File: src/rtl/mips_pkg.sv
// mips_pkg: shared definitions for the multi-cycle MIPS main controller.
//   - opcode constants (ins[31:26])
//   - 4-bit state enum; the numeric codes are visible on the debug state output
//   - encodings for alu_op, alu_src_b and pc_source
//   - ctrl_t: the full control word produced by the output decoder
//   - retires(): true on the cycles whose leaving edge retires an instruction
// Optional feature macro: MIPS_MC_CTRL_ILLEGAL_TRAP_EN adds the TRAP state and
// the trap bit of the control word.
package mips_pkg;

   localparam logic [5:0] OP_RTYPE = 6'h00;
   localparam logic [5:0] OP_LW    = 6'h23;
   localparam logic [5:0] OP_SW    = 6'h2B;
   localparam logic [5:0] OP_BEQ   = 6'h04;
   localparam logic [5:0] OP_J     = 6'h02;
   localparam logic [5:0] OP_ADDI  = 6'h08;

   typedef enum logic [3:0] {
      S_IDLE    = 4'd0,
      S_FETCH   = 4'd1,
      S_DECODE  = 4'd2,
      S_MEMADR  = 4'd3,
      S_MEMRD   = 4'd4,
      S_MEMWB   = 4'd5,
      S_MEMWR   = 4'd6,
      S_EXEC    = 4'd7,
      S_RWB     = 4'd8,
      S_BRANCH  = 4'd9,
      S_JUMP    = 4'd10,
      S_ADDI_EX = 4'd11,
      S_ADDI_WB = 4'd12
`ifdef MIPS_MC_CTRL_ILLEGAL_TRAP_EN
      , S_TRAP  = 4'd13
`endif
   } state_t;

   typedef enum logic [1:0] {
      ALU_ADD   = 2'b00,
      ALU_SUB   = 2'b01,
      ALU_FUNCT = 2'b10
   } alu_op_t;

   typedef enum logic [1:0] {
      SRCB_B      = 2'b00,
      SRCB_FOUR   = 2'b01,
      SRCB_IMM    = 2'b10,
      SRCB_IMM_SH = 2'b11
   } srcb_t;

   typedef enum logic [1:0] {
      PCSRC_ALU    = 2'b00,
      PCSRC_ALUOUT = 2'b01,
      PCSRC_JUMP   = 2'b10
   } pcsrc_t;

   typedef struct packed {
      logic    pc_write;
      logic    pc_write_cond;
      logic    iord;
      logic    mem_read;
      logic    mem_write;
      logic    ir_write;
      logic    mem_to_reg;
      logic    reg_dst;
      logic    reg_write;
      logic    alu_src_a;
      srcb_t   alu_src_b;
      alu_op_t alu_op;
      pcsrc_t  pc_source;
`ifdef MIPS_MC_CTRL_ILLEGAL_TRAP_EN
      logic    trap;
`endif
   } ctrl_t;

   // A store retires only on the edge where memory accepts it.
   function automatic logic retires(state_t s, logic mem_ready);
      case (s)
         S_MEMWB, S_RWB, S_BRANCH, S_JUMP, S_ADDI_WB: return 1'b1;
         S_MEMWR: return mem_ready;
         default: return 1'b0;
      endcase
   endfunction

endpackage

File: src/rtl/mips_mc_ctrl_if.sv
// mips_mc_ctrl_if: bundle between the main controller and the datapath.
//   Inputs to controller : op, zero, mem_ready
//   Outputs of controller: datapath selects/enables, state (debug),
//                          instr_retired, trap (MIPS_MC_CTRL_ILLEGAL_TRAP_EN only)
// Memory handshake: mem_read/mem_write is the request and stays asserted,
// unchanged, on every cycle until mem_ready is sampled high at a rising clock
// edge; that edge completes the access and the request drops afterwards.
// modport master = controller, modport slave = datapath.
interface mips_mc_ctrl_if #(parameter int CNT_W = 32);
   logic [5:0]       op;
   logic             zero;
   logic             mem_ready;
   logic             pc_write;
   logic             pc_write_cond;
   logic             iord;
   logic             mem_read;
   logic             mem_write;
   logic             ir_write;
   logic             mem_to_reg;
   logic             reg_dst;
   logic             reg_write;
   logic             alu_src_a;
   logic [1:0]       alu_src_b;
   logic [1:0]       alu_op;
   logic [1:0]       pc_source;
   logic [3:0]       state;
   logic [CNT_W-1:0] instr_retired;
`ifdef MIPS_MC_CTRL_ILLEGAL_TRAP_EN
   logic             trap;
`endif

   modport master (
      input  op, zero, mem_ready,
      output pc_write, pc_write_cond, iord, mem_read, mem_write, ir_write,
      output mem_to_reg, reg_dst, reg_write, alu_src_a, alu_src_b, alu_op,
      output pc_source, state, instr_retired
`ifdef MIPS_MC_CTRL_ILLEGAL_TRAP_EN
      , output trap
`endif
   );

   modport slave (
      output op, zero, mem_ready,
      input  pc_write, pc_write_cond, iord, mem_read, mem_write, ir_write,
      input  mem_to_reg, reg_dst, reg_write, alu_src_a, alu_src_b, alu_op,
      input  pc_source, state, instr_retired
`ifdef MIPS_MC_CTRL_ILLEGAL_TRAP_EN
      , input trap
`endif
   );
endinterface

File: src/rtl/mips_mc_ctrl_outdec.sv
// mips_mc_ctrl_outdec: pure combinational state -> control-word decoder.
//   state     : current FSM state
//   mem_ready : memory completion, qualifies ir_write/pc_write in FETCH
//   ctrl      : full control word; every field not set for a state is 0
// Optional feature macro: MIPS_MC_CTRL_ILLEGAL_TRAP_EN (TRAP drives trap only).
module mips_mc_ctrl_outdec
   import mips_pkg::*;
(
   input  state_t state,
   input  logic   mem_ready,
   output ctrl_t  ctrl
);

   always_comb begin
      ctrl = '0;
      case (state)
         S_FETCH: begin
            // PC+4 is computed every fetch cycle but only committed, together
            // with the IR load, on the cycle memory returns the instruction.
            ctrl.mem_read  = 1'b1;
            ctrl.alu_src_b = SRCB_FOUR;
            ctrl.ir_write  = mem_ready;
            ctrl.pc_write  = mem_ready;
         end
         S_DECODE: begin
            // Speculative branch target into ALUOut.
            ctrl.alu_src_b = SRCB_IMM_SH;
         end
         S_MEMADR, S_ADDI_EX: begin
            ctrl.alu_src_a = 1'b1;
            ctrl.alu_src_b = SRCB_IMM;
         end
         S_MEMRD: begin
            ctrl.mem_read = 1'b1;
            ctrl.iord     = 1'b1;
         end
         S_MEMWB: begin
            ctrl.reg_write  = 1'b1;
            ctrl.mem_to_reg = 1'b1;
         end
         S_MEMWR: begin
            ctrl.mem_write = 1'b1;
            ctrl.iord      = 1'b1;
         end
         S_EXEC: begin
            ctrl.alu_src_a = 1'b1;
            ctrl.alu_op    = ALU_FUNCT;
         end
         S_RWB: begin
            ctrl.reg_write = 1'b1;
            ctrl.reg_dst   = 1'b1;
         end
         S_BRANCH: begin
            ctrl.alu_src_a     = 1'b1;
            ctrl.alu_op        = ALU_SUB;
            ctrl.pc_write_cond = 1'b1;
            ctrl.pc_source     = PCSRC_ALUOUT;
         end
         S_JUMP: begin
            ctrl.pc_write  = 1'b1;
            ctrl.pc_source = PCSRC_JUMP;
         end
         S_ADDI_WB: begin
            ctrl.reg_write = 1'b1;
         end
`ifdef MIPS_MC_CTRL_ILLEGAL_TRAP_EN
         S_TRAP: begin
            ctrl.trap = 1'b1;
         end
`endif
         default: ;
      endcase
   end

endmodule

File: src/rtl/mips_mc_ctrl.sv
// mips_mc_ctrl: multi-cycle MIPS main control FSM.
//   clk   : clock
//   reset : asynchronous active-high reset (state=IDLE, instr_retired=0)
//   bus   : mips_mc_ctrl_if.master -- op/zero/mem_ready in, datapath
//           selects and enables, debug state and retired count out
// Parameter CNT_W: width of the retired-instruction counter (wraps).
// Optional feature macro: MIPS_MC_CTRL_ILLEGAL_TRAP_EN -- an unrecognised
// opcode parks the FSM in TRAP (trap=1) until reset; without it the opcode
// is a NOP that returns to FETCH without retiring.
// Outputs are decoded from the state register, so all enables are 0 for as
// long as reset is asserted.
module mips_mc_ctrl
   import mips_pkg::*;
#(
   parameter int CNT_W = 32
) (
   input  logic           clk,
   input  logic           reset,
   mips_mc_ctrl_if.master bus
);

   state_t           state_q;
   logic [CNT_W-1:0] retired_q;
   ctrl_t            ctrl;

   always_ff @(posedge clk or posedge reset) begin
      if (reset) begin
         state_q   <= S_IDLE;
         retired_q <= '0;
      end else begin
         if (retires(state_q, bus.mem_ready)) begin
            retired_q <= retired_q + CNT_W'(1);
         end
         case (state_q)
            S_IDLE:   state_q <= S_FETCH;
            S_FETCH:  if (bus.mem_ready) state_q <= S_DECODE;
            S_DECODE: begin
               case (bus.op)
                  OP_RTYPE:     state_q <= S_EXEC;
                  OP_LW, OP_SW: state_q <= S_MEMADR;
                  OP_BEQ:       state_q <= S_BRANCH;
                  OP_J:         state_q <= S_JUMP;
                  OP_ADDI:      state_q <= S_ADDI_EX;
`ifdef MIPS_MC_CTRL_ILLEGAL_TRAP_EN
                  default:      state_q <= S_TRAP;
`else
                  default:      state_q <= S_FETCH;
`endif
               endcase
            end
            // Only lw/sw reach MEMADR, so anything but lw is a store.
            S_MEMADR:  state_q <= (bus.op == OP_LW) ? S_MEMRD : S_MEMWR;
            S_MEMRD:   if (bus.mem_ready) state_q <= S_MEMWB;
            S_MEMWR:   if (bus.mem_ready) state_q <= S_FETCH;
            S_EXEC:    state_q <= S_RWB;
            S_ADDI_EX: state_q <= S_ADDI_WB;
            S_MEMWB, S_RWB, S_BRANCH, S_JUMP, S_ADDI_WB: state_q <= S_FETCH;
`ifdef MIPS_MC_CTRL_ILLEGAL_TRAP_EN
            S_TRAP:    state_q <= S_TRAP;
`endif
            // Unused codes recover to FETCH.
            default:   state_q <= S_FETCH;
         endcase
      end
   end

   mips_mc_ctrl_outdec u_outdec (
      .state     (state_q),
      .mem_ready (bus.mem_ready),
      .ctrl      (ctrl)
   );

   assign bus.pc_write      = ctrl.pc_write;
   assign bus.pc_write_cond = ctrl.pc_write_cond;
   assign bus.iord          = ctrl.iord;
   assign bus.mem_read      = ctrl.mem_read;
   assign bus.mem_write     = ctrl.mem_write;
   assign bus.ir_write      = ctrl.ir_write;
   assign bus.mem_to_reg    = ctrl.mem_to_reg;
   assign bus.reg_dst       = ctrl.reg_dst;
   assign bus.reg_write     = ctrl.reg_write;
   assign bus.alu_src_a     = ctrl.alu_src_a;
   assign bus.alu_src_b     = ctrl.alu_src_b;
   assign bus.alu_op        = ctrl.alu_op;
   assign bus.pc_source     = ctrl.pc_source;
   assign bus.state         = state_q;
   assign bus.instr_retired = retired_q;
`ifdef MIPS_MC_CTRL_ILLEGAL_TRAP_EN
   assign bus.trap          = ctrl.trap;
`endif

endmodule

File: src/flat_wrapper.sv
// flat-port wrapper written by rule: the top's interface ports become plain ports
module mips_mc_ctrl_flat import mips_pkg::*;
#(
   parameter int CNT_W = 32
)
  (clk, reset, bus_op, bus_zero, bus_mem_ready, bus_pc_write, bus_pc_write_cond, bus_iord, bus_mem_read, bus_mem_write, bus_ir_write, bus_mem_to_reg, bus_reg_dst, bus_reg_write, bus_alu_src_a, bus_alu_src_b, bus_alu_op, bus_pc_source, bus_state, bus_instr_retired);
  mips_mc_ctrl_if #(.CNT_W(CNT_W)) bus_i ();
  input  logic clk;
  input  logic reset;
  input wire logic [$bits(bus_i.op)-1:0] bus_op;
  input wire logic [$bits(bus_i.zero)-1:0] bus_zero;
  input wire logic [$bits(bus_i.mem_ready)-1:0] bus_mem_ready;
  output wire logic [$bits(bus_i.pc_write)-1:0] bus_pc_write;
  output wire logic [$bits(bus_i.pc_write_cond)-1:0] bus_pc_write_cond;
  output wire logic [$bits(bus_i.iord)-1:0] bus_iord;
  output wire logic [$bits(bus_i.mem_read)-1:0] bus_mem_read;
  output wire logic [$bits(bus_i.mem_write)-1:0] bus_mem_write;
  output wire logic [$bits(bus_i.ir_write)-1:0] bus_ir_write;
  output wire logic [$bits(bus_i.mem_to_reg)-1:0] bus_mem_to_reg;
  output wire logic [$bits(bus_i.reg_dst)-1:0] bus_reg_dst;
  output wire logic [$bits(bus_i.reg_write)-1:0] bus_reg_write;
  output wire logic [$bits(bus_i.alu_src_a)-1:0] bus_alu_src_a;
  output wire logic [$bits(bus_i.alu_src_b)-1:0] bus_alu_src_b;
  output wire logic [$bits(bus_i.alu_op)-1:0] bus_alu_op;
  output wire logic [$bits(bus_i.pc_source)-1:0] bus_pc_source;
  output wire logic [$bits(bus_i.state)-1:0] bus_state;
  output wire logic [$bits(bus_i.instr_retired)-1:0] bus_instr_retired;
  assign bus_i.op = bus_op;
  assign bus_i.zero = bus_zero;
  assign bus_i.mem_ready = bus_mem_ready;
  assign bus_pc_write = bus_i.pc_write;
  assign bus_pc_write_cond = bus_i.pc_write_cond;
  assign bus_iord = bus_i.iord;
  assign bus_mem_read = bus_i.mem_read;
  assign bus_mem_write = bus_i.mem_write;
  assign bus_ir_write = bus_i.ir_write;
  assign bus_mem_to_reg = bus_i.mem_to_reg;
  assign bus_reg_dst = bus_i.reg_dst;
  assign bus_reg_write = bus_i.reg_write;
  assign bus_alu_src_a = bus_i.alu_src_a;
  assign bus_alu_src_b = bus_i.alu_src_b;
  assign bus_alu_op = bus_i.alu_op;
  assign bus_pc_source = bus_i.pc_source;
  assign bus_state = bus_i.state;
  assign bus_instr_retired = bus_i.instr_retired;
  mips_mc_ctrl #(.CNT_W(CNT_W)) u_core (.clk(clk), .reset(reset), .bus(bus_i));
endmodule
File: config.mk
export PLATFORM = sky130hd
export DESIGN_NAME = mips_mc_ctrl_flat
export DESIGN_NICKNAME = d
export VERILOG_FILES = /design/src/rtl/mips_pkg.sv /design/src/rtl/mips_mc_ctrl_if.sv /design/src/rtl/mips_mc_ctrl_outdec.sv /design/src/rtl/mips_mc_ctrl.sv /design/src/flat_wrapper.sv
export SDC_FILE = /design/constraint.sdc
export NUM_CORES = 1
export LEC_CHECK = 0
export BUFFER_PORTS_ARGS = -buffer_cell sky130_fd_sc_hd__buf_2
export CORE_ASPECT_RATIO = 0.5
export CORE_MARGIN = 2
export CORE_UTILIZATION = 50
export CTS_BUF_LIST = sky130_fd_sc_hd__clkbuf_2 sky130_fd_sc_hd__clkbuf_4 sky130_fd_sc_hd__clkbuf_8
export CTS_CLUSTER_DIAMETER = 150
export DETAILED_ROUTE_END_ITERATION = 8
export GPL_TIMING_DRIVEN = 0
export PLACE_DENSITY = 0.76
export SLEW_MARGIN = 20
export SYNTH_ARGS = -nofsm -noshare
export SYNTH_HDL_FRONTEND = slang
export SYNTH_SLANG_ARGS = --single-unit
File: constraint.sdc
create_clock -name clk -period 2.4 [get_ports clk]
set_input_delay 0.48 -clock clk [delete_from_list [all_inputs] [get_ports clk]]
set_output_delay 0.48 -clock clk [all_outputs]
set_load 0.03 [all_outputs]
Word level (Yosys, flattened, before mapping). Index checks and enable logic that the tools add are counted.

$add $sub $neg: 1. Equality and inequality tests: 20. Mux-type cells: 20. Reductions and logical operators: 9.

Operator list (number): adder 32 x 1 -> 32 bit (second input constant) (1); one-hot mux 4 bit (7 select lines) (1); == test 4 bit (second input constant) (5); one-hot mux 4 bit (5 select lines) (1); == test 4 x 3 -> 1 bit (second input constant) (4); == test 6 bit (second input constant) (2); 2-to-1 mux 4 bit (3); 2-to-1 mux 1 bit (9); == test 4 x 2 -> 1 bit (second input constant) (2); one-hot mux 2 bit (2 select lines) (2); OR reduction 2 bit (4); == test 6 x 2 -> 1 bit (second input constant) (1); == test 6 x 3 -> 1 bit (second input constant) (1); == test 6 x 4 -> 1 bit (second input constant) (1); logical NOT 6 bit (1); != test 2 bit (second input constant) (3); one-hot mux 2 bit (3 select lines) (1); OR reduction 5 bit (1); == test 4 x 1 -> 1 bit (second input constant) (1); one-hot mux 1 bit (2 select lines) (2); OR reduction 4 bit (1); AND reduction 3 bit (1); OR reduction 3 bit (1); 2-to-1 mux 2 bit (1).

Flip-flop bits (word level): 36. Input bits: 10. Output and inout bits: 52. Word-level logic and storage cells: 52.

Depth between registers and ports, before layout. Gate-level depths: netlist of run 1.

Depth after elaboration: 4. Mapped depth: 6. Depth with buffers taken out: 4.

Modules after synthesis. From an unflattened synthesis of run 1, not the netlist that was laid out.

Cell total of the unflattened synthesis: 209. Area, all modules: 2088.3 um^2.

Modules (own cells, without submodules): mips_mc_ctrl (instances 1, cells an instance 178, area an instance 1848.0 um^2, sequential area each 900.9 um^2); mips_mc_ctrl_outdec (instances 1, cells an instance 31, area an instance 240.2 um^2, sequential area each 0.0 um^2).

Worst setup path after synthesis of run 1. No wires, ideal clock.

Path kind: register to output. From: register u_core.state_q[3], in the netlist u_core.bus.state[3]. To: output bus_alu_op[0]. Arrival time: 1.805 ns. Data required time: 1.920 ns. Path slack: 0.115 ns. Stages on the path, launching flop included: 5. Buffers on the path: 2. Path through: dfrtp_1 > clkbuf_1 > nand2b_1 > nor2_1 > buf_4.

Word-level cells in the longest chain between the ends: 2. Elaborated cells between the ends (all ways): 3. Classes of those cells: eq/ne: 2; mux: 1.

RTL lines: from (decl) (RTL line mips_mc_ctrl.sv:22) `state_t state_q;`; from (signal assigned) (RTL line mips_mc_ctrl.sv:52) `S_MEMADR: state_q <= (bus.op == OP_LW) ? S_MEMRD : S_MEMWR;`; == test 4 bit or == test 4 x 3 -> 1 bit (tied branches) (RTL line mips_mc_ctrl_outdec.sv:16) `case (state)`; one-hot mux 2 bit (2 select lines) (*) (RTL line mips_mc_ctrl_outdec.sv:16); to (decl) (RTL line flat_wrapper.sv:24) `output wire logic [$bits(bus_i.alu_op)-1:0] bus_alu_op;`.

Mark *: on every way between the ends. The rest lies on a longest branch, timed or not.

Final worst setup path of run 1.
From: register u_core.state_q[3], in the netlist u_core.bus.state[3]. To: output bus_pc_write.

Word-level cells in the longest chain between the ends: 2. Elaborated cells between the ends (all ways): 3. Classes of those cells: eq/ne: 2; mux: 1.

RTL lines: == test 4 bit or == test 4 x 1 -> 1 bit (tied branches) (RTL line mips_mc_ctrl_outdec.sv:16); one-hot mux 1 bit (2 select lines) (*) (RTL line mips_mc_ctrl_outdec.sv:16); to (decl) (RTL line flat_wrapper.sv:13) `output wire logic [$bits(bus_i.pc_write)-1:0] bus_pc_write;`.

Marks and branches as above.

==> results by stage, run 1 <==
Power:
- Across the VDD grid, the largest voltage drop is ~0.00049 V.
- The total power is between 2 and 3 mW.
- The leakage power is 1.03 nW.
- In this run the power density over the cells is 923 nW/um^2.

Final layout:
- The final cell count without fillers is between 300 and 400.
- Cells fill between 60% and 70% of the core in the end.
- Leaving out fill and tap cells, the most frequent cells in the layout are sky130_fd_sc_hd__buf_2, sky130_fd_sc_hd__dfrtp_1, sky130_fd_sc_hd__xor2_1.
- The growth of design area from synthesis to finish is 20.2%.
- After routing the design area is ~2800 sq um.
- Of the cells placed in the final design, the portion with a size suffix greater than 1 is ~37%.
- Leaving out fill and tap cells, the most frequent cell in the layout is sky130_fd_sc_hd__buf_2.
- 0 antenna diodes ended up in the layout.
- The final layout contains about 290 nets.

Critical path:
- Walking the worst path, the cells encountered are clkbuf_2 > nor2_1 > nand2_1 > o22ai_1 > buf_2.
- STA classifies the critical path endpoint as an output pin.
- At the worst endpoint, the required time is between 1500 and 2000 ps.
- The setup check on the worst reg-to-reg path leaves a slack of between 400 and 500 ps.
- The largest stage delay on the critical path is 470 ps.
- The critical path arrival is about 1800 ps.
- The setup path with the least slack is of type reg2out.
- Along the worst path, the maximum fanout reaches 10.
- The worst-path cell with the longest stage delay is sky130_fd_sc_hd__dfrtp_1.
- Together, buffers and inverters on the worst path number 2.
- The cell family contributing the most delay on the critical path is flip-flops.
- STA classifies the critical path startpoint as a register.

GRT:
- The number of antenna violations at the first check in global routing is 0.
- The first global-routing pass estimated ~8.8 mm of wire.
- The via count of the first global-routing pass came to ~1900.
- The global-route congestion overflow total is 0.
- Global routing used 21.4% of the available tracks across all layers.
- The maximum number of pins on one net before global-route repair is 37.

Synth:
- When the netlist entered floorplanning its net count stood at between 200 and 250.
- The top-area cell type share of the netlist area is 38.8%.
- Yosys mapped the design onto 51 distinct sky130hd cell types.
- Dividing the synthesized area by the synthesized cell count gives roughly 11 sq um.
- The library cell occupying the most area in the post-synthesis netlist is sky130_fd_sc_hd__dfrtp_1.
- The mapped netlist covers roughly 2300 sq um.
- Ranked by total cell area, the synthesized netlist is headed by sky130_fd_sc_hd__dfrtp_1, sky130_fd_sc_hd__xor2_1, sky130_fd_sc_hd__a2111oi_2, sky130_fd_sc_hd__a211oi_1, sky130_fd_sc_hd__nand2_1.
- Synthesis produced a netlist whose cell count is approximately 220.
- The flip-flop and latch count after synthesis is 36.
- Yosys mapped a number of flops with a built-in enable equal to 0.
- The share of the yosys chip area belonging to registers is around two fifths.
- The dominant register cell in the synthesized netlist is sky130_fd_sc_hd__dfrtp_1.
- The async set-reset flop share out of synthesis is 100%.
- Yosys printed 0 warnings.

Clocking:
- The clock-pin slew of the registers on the worst-case setup and hold paths is 70 ps.
- The later-pin clock latency in the skew report is ~280 ps.
- The longest clock path from root to sink contains 2 buffers.
- The number of clock buffers inserted by TritonCTS is 5.
- Counting every sink on the clock net gives 36.
- The tree is rooted in a sky130_fd_sc_hd__clkbuf_8.
- After clock tree synthesis, the flow added hold-fix buffers numbering 0.
- The total number of H-tree levels is 2.
- The TritonCTS clock tree is yes.

STA:
- The slack of the critical path is 171 ps.
- The transition time at the pin with the least slew margin is 760 ps.
- The share of the cycle needed by the critical path after routing is 92.9%.
- Adding up every negative setup slack in the final design gives 0 ps.
- The clock tree skew after final layout is 6.77 ps.
- The final count of negative-setup-slack endpoints is 0.
- Setup repair after global routing left no endpoint under its margin.
- The count of final max-slew check failures is 0.
- The final count of hold timing violations is 0.
- The tightest hold path in the finished design has a slack of roughly 330 ps.
- The maximum clock frequency is ~0.45 GHz.
- The worst pin sits at a relative slew slack of about 50%.
- The shortest period the worst path allows is approximately 2200 ps.

Placed design:
- The count of input and output buffers is 60.
- Before CTS, the worst setup slack after placement is about 350 ps.
- The number of placed instances, taps included, is ~330.
- The total placed instance area is roughly 2700 sq um.
- The detailed-placement wirelength estimate is 3.85 mm.
- At the end of routability-driven placement, the weighted congestion stood at slightly above 0.9.

Floorplan:
- The die is ~100 um wide.
- The total number of placement rows is 17.
- The die height is 52.2 um.
- Once the floorplan was initialized, standard cells occupied 52.5% of the core.
- Pin placement for this block handled 62 I/O pins.
- The die covers 5240 sq um.
- The core region area is 4420 sq um.

Detailed routing:
- The via density per instance is about 5.7.
- The total wirelength of the detailed-routed design is 5.28 mm.
- The average wire per standard cell is 15.5 um.
- Detailed routing inserted a total of 1939 vias.
- The DRC violation count after routing is 0.
- The count of TritonRoute iterations in the first routing pass is 4.
- The detail route stage leaves a number of antenna-violating nets equal to 0.
- After the first detailed-routing iteration, the DRC count stood at 93.

Min path:
- The type of the tightest min-delay check is in2async.

Flow run:
- The max-capacitance violation count is 0.

Status:
- The flow ran to the end, and the final reports show no timing, DRC or antenna violations.
-- final cells by class --
type / instances / area (sq um)
Sequential cell: 36 / 901
Tap cell: 57 / 71.3
Timing Repair Buffer: 60 / 300
Clock buffer: 7 / 96.3
Fill cell: 370 / 1630
Inverter: 5 / 18.8
Multi-Input combinational cell: 162 / 1320
Buffer: 13 / 90.1
-- cell families (layout without fill, tap and decap cells) --
family,count (synthesis),count (layout),share of synthesized area [%]
AND/OR/NAND/NOR,72,72,19.1
multiplexers,1,1,0.485
AO/OA/AOI/OAI,55,55,24.0
adder cells (fa/ha/maj),1,1,0.538
flip-flops,36,36,38.8
XOR/XNOR,33,33,12.4
buffers and inverters,18,85,4.63
-- synthesized netlist by cell type, types with 2 or more instances --
cell / instances
sky130_fd_sc_hd__o2111ai_1: 2
sky130_fd_sc_hd__nand3_1: 7
sky130_fd_sc_hd__dfrtp_1: 36
sky130_fd_sc_hd__a21oi_1: 7
sky130_fd_sc_hd__xnor2_1: 7
sky130_fd_sc_hd__nand4_4: 2
sky130_fd_sc_hd__and4_1: 2
sky130_fd_sc_hd__nor2_1: 12
sky130_fd_sc_hd__nand2b_4: 2
sky130_fd_sc_hd__nor2b_1: 2
sky130_fd_sc_hd__or3_1: 2
sky130_fd_sc_hd__a211oi_1: 10
sky130_fd_sc_hd__nor3_1: 2
sky130_fd_sc_hd__and3_1: 4
sky130_fd_sc_hd__a2111oi_2: 14
sky130_fd_sc_hd__and2_1: 5
sky130_fd_sc_hd__buf_2: 2
sky130_fd_sc_hd__buf_4: 5
sky130_fd_sc_hd__a2111oi_4: 2
sky130_fd_sc_hd__xor2_1: 26
sky130_fd_sc_hd__o211ai_1: 2
sky130_fd_sc_hd__nand3b_1: 2
sky130_fd_sc_hd__clkbuf_1: 4
sky130_fd_sc_hd__nand2_1: 19
sky130_fd_sc_hd__inv_1: 5
sky130_fd_sc_hd__o21ai_0: 5
sky130_fd_sc_hd__o22ai_1: 2
sky130_fd_sc_hd__nand2b_1: 3
-- worst register-to-register path, cell delays in order, from the launching register on --
cell,delay [ps]
sky130_fd_sc_hd__dfrtp_1,410
sky130_fd_sc_hd__ha_1,170
sky130_fd_sc_hd__clkbuf_1,390
sky130_fd_sc_hd__nand4_4,290
sky130_fd_sc_hd__a2111oi_2,450
sky130_fd_sc_hd__xor2_1,190
-- final timing paths --
path | start | endpoint | cells after the start
max | u_core.bus.state[3] | bus_pc_write | 5
min | reset | u_core.bus.instr_retired[4] | 2
max reg2reg | u_core.bus.instr_retired[0] | u_core.bus.instr_retired[22] | 5
min reg2reg | u_core.bus.instr_retired[31] | u_core.bus.instr_retired[31] | 1
max in group asynchronous | reset | u_core.bus.instr_retired[12] | 2
min in group clk | u_core.bus.instr_retired[31] | u_core.bus.instr_retired[31] | 1
-- report_power, final --
| group | switching, mW | total (mW) | internal, mW |
|---|---|---|---|
| sequential | 0.0951 | 0.772 | 0.677 |
| combinational | 0.934 | 1.34 | 0.410 |
| clock | 0.206 | 0.462 | 0.256 |
-- state kept, by name, indices dropped and copies added, names as in the netlist --
name / cells
u_core.bus.instr_retired: 32
u_core.bus.state: 4
-- layer usage --
metal,GRT usage (%),vias up,routed length [um]
li1,-,929,-
met1,27.8,955,2320
met2,36.4,53,2630
met3,4.80,2,288
met4,6.85,0,36
met5,0,-,0
-- repair_timing --
item	in CTS	in global routing
resized for setup	0	2
endpoints found under the setup margin	0	3
setup buffers	0	0
Power figures use the tool's default switching activity.
==> inputs of run 2 (changes only) <==
--- a/config.mk
+++ b/config.mk
@@ -13,7 +13,7 @@
 export CTS_CLUSTER_DIAMETER = 150
 export DETAILED_ROUTE_END_ITERATION = 8
 export GPL_TIMING_DRIVEN = 0
-export PLACE_DENSITY = 0.76
+export PLACE_DENSITY_LB_ADDON = 0.1
 export SLEW_MARGIN = 20
 export SYNTH_ARGS = -nofsm -noshare
 export SYNTH_HDL_FRONTEND = slang
==> run 2 against run 1 <==
Net effect: non-clock buffer count unchanged; sequential power about the same; sequential share of layout area grew 0.17 points; design area fell by 0.54%; via count up 0.46%; maximum frequency is 0.27% higher; critical path type unchanged; critical endpoint unchanged.
==> results by stage, run 2 (synthesis gave the netlist of run 1 again) <==
Status:
- The run finished with clean final reports.

Placed design:
- The count of input and output buffers is 60 (unchanged).
- The routability-driven placement congestion ratio is 0.899 (-1.8%).
- The detailed-placement wirelength estimate came to 3.71 mm (-3.7%).

STA:
- The count of final max-slew check failures is 0 (unchanged).
- The shortest period the worst path allows is 2220 ps (-5.97 ps).
- The total negative setup slack came to 0 ps (unchanged).
- The final count of hold timing violations came to 0 (unchanged).
- The maximum clock frequency is 0.450 GHz (+0.27%).
- The headroom to the max-slew limit was 49.2% (-0.089 points).
- The final count of negative-setup-slack endpoints is 0 (unchanged).
- The transition time at the pin with the least slew margin came to 761 ps (+1.33 ps).
- The minimum hold slack is 329 ps (-0.367 ps).
- The share of the cycle needed by the critical path after routing was 92.6% (-0.25 points).
- Setup repair after global routing left no endpoint under its margin.
- The clock tree skew after final layout is 5.60 ps (-1.17 ps).

Critical path:
- The largest fanout on the critical path is 10 (unchanged).
- The number of buffers and inverters on the critical path is 2 (unchanged).
- Among all stages on the critical path, the largest delay is contributed by sky130_fd_sc_hd__dfrtp_1.
- The critical path capture point type is an output pin.
- The critical path goes through clkbuf_2 > nor2_1 > nand2_1 > o22ai_1 > buf_2.
- The category of the critical setup timing path is reg2out.
- The largest stage delay on the critical path is 460 ps (about the same).
- The critical path launch point type is a register.
- The critical path arrival is 1740 ps (about the same).
- The worst path required time is 1920 ps (about the same).
- Grouping stages by cell kind, the critical path spends the most delay in flip-flops.

Final layout:
- In the layout the commonest cells are sky130_fd_sc_hd__buf_2, sky130_fd_sc_hd__dfrtp_1, sky130_fd_sc_hd__xor2_1.
- The final layout net count is 294 (unchanged).
- The fraction of final layout cells with drive strength greater than 1 is 37.1% (unchanged).
- The number of antenna cells inserted is 0 (unchanged).
- The most common cell after layout, fill and taps aside is sky130_fd_sc_hd__buf_2.
- The final-layout fill cell count was 389 (+5.1%).
- The post-route core utilization is 62.8% (-0.34 points).
- The register area was 901 sq um (unchanged).
- The growth of design area from synthesis to finish is 19.5%.
- The number of flip-flops in the largest register was 32 (unchanged).
- The total area of multi-input combinational cells came to 1320 sq um (unchanged).

Detailed routing:
- The count of TritonRoute iterations in the first routing pass is 5 (+1).
- The DRC violation count after routing is 0 (unchanged).
- The total number of vias is 1948 (+0.46%).
- The post-detailed-route count of antenna-violating nets is 0 (unchanged).
- The average wire per standard cell is 15.1 um (-2.5%).
- The detailed-routing wirelength on met1 is 2.53 mm (+8.7%).
- The highest layer touched by signal routing is met4.
- The number of design-rule violations left by the first detailed-router iteration came to 111 (+19%).
- The met2 wirelength from detailed routing is 2.28 mm (-13%).
- The total wirelength of the detailed-routed design was 5.15 mm (-2.5%).
- The met3 wire length was 275 um (-4.5%).
- The via density per instance was 5.73 (+0.46%).

Floorplan:
- The initial standard-cell utilization of the core came to 52.5% (unchanged).
- The area enclosed by the die boundary is 5240 sq um (unchanged).
- The total number of placement rows came to 17 (unchanged).
- The chip width is 100 um (unchanged).
- The core region area is 4420 sq um (unchanged).
- The die height was 52.2 um (unchanged).
- The number of top-level design ports is 62 (unchanged).

Power:
- The leakage power is 1.03 nW (-0.57%).
- The worst-case vdd ir drop is 0.000480 V (-1.4%).
- The power density relative to cell area is 911 nW/um^2 (-1.3%).

Clocking:
- The clock-pin slew of the registers on the worst-case setup and hold paths is 70 ps (about the same).
- The CTS sink count is 36 (unchanged).
- The number of hold-repair buffers added at the cts stage was 0 (unchanged).
- The number of buffers on the longest clock path is 2 (unchanged).
- The number of clock buffers inserted by TritonCTS was 5 (unchanged).
- The root buffer cell is sky130_fd_sc_hd__clkbuf_8.
- The later-pin clock latency in the skew report was 290 ps (about the same).
- The total number of H-tree levels is 2 (unchanged).
- TritonCTS built the clock tree.

GRT:
- The global-route congestion overflow total is 0 (unchanged).
- The global-route wire length before repair was 8.40 mm (-4.1%).
- The number of antenna violations at the first check in global routing is 0 (unchanged).
- The global routing usage summed across all routing layers is 20.9% (-0.50 points).
- The maximum number of pins on one net before global-route repair is 37 (unchanged).
- The via count of the first global-routing pass is 1695 (-8.8%).

Min path:
- The type of the tightest min-delay check is in2async.

Flow run:
- The max-capacitance violation count is 0 (unchanged).
==> run 2: cell types whose count changed in the layout (fill, tap and decap cells not counted), sizes merged <==
cell	delta
clkinv	+1
clkbuf	-1
==> run 2: metal layers <==
metal  vias to the layer above  track usage (%)
met5                         -                0
met4                         0             6.85
li1                        937                -
met3                         8             4.53
met1                       935             30.2
met2                        68             31.4
==> run 2: area by class of cell <==
| cell class | instances | area share [%] |
|---|---|---|
| multi-input combinational | 162 | 47.3 |
| clock inverter | 1 | 0.180 |
| inverter | 5 | 0.676 |
| clock buffer | 6 | 2.75 |
| buffer | 13 | 3.24 |
| timing repair buffer | 60 | 10.8 |
| sequential | 36 | 32.4 |
| tap | 57 | 2.57 |
==> run 2: worst register-to-register path, delay by kind of cell (launching register included) <==
kind / cells / cell delay (ps)
compound gates: 1 / 490
simple gates: 1 / 290
fa+ha+maj: 1 / 160
flops: 1 / 410
buf+inv: 1 / 390
xor+xnor: 1 / 170
==> run 2: metrics by stage <==
stage / instance area [sq um] / worst slack, ps / std cells / total power, mW
after floorplan: 2320 / 115 / 216 / 1.79
after global placement: 2700 / 409 / 333 / 2.10
after detailed placement: 2700 / 383 / 333 / 2.12
after CTS: 2780 / 98.0 / 340 / 2.54
after global routing: 2780 / 15.1 / 340 / 2.68
final: 2780 / 177 / 340 / 2.53
==> run 2: worst paths after layout <==
| path | startpoint | endpoint | slack, ps | cells after the start |
|---|---|---|---|---|
| hold reg to reg | u_core.bus.instr_retired[31] | u_core.bus.instr_retired[31] | 470 | 1 |
| hold / removal | reset | u_core.bus.state[0] | 330 | 2 |
| max in group asynchronous | reset | u_core.bus.state[2] | 1590 | 2 |
| setup reg to reg | u_core.bus.instr_retired[0] | u_core.bus.instr_retired[30] | 430 | 5 |
| min in group clk | u_core.bus.instr_retired[31] | u_core.bus.instr_retired[31] | 470 | 1 |
| setup / recovery | u_core.bus.state[3] | bus_pc_write | 180 | 5 |
==> run 2: where the power goes <==
part | switching [mW] | internal (mW) | total (mW)
registers | 0.0939 | 0.677 | 0.771
logic | 0.934 | 0.409 | 1.34
clock network | 0.208 | 0.209 | 0.416
==> run 2: what timing repair did <==
action | in CTS | in global routing
setup buffers | 0 | 0
gates resized for setup | 0 | 2
endpoints found under the setup margin | 0 | 3
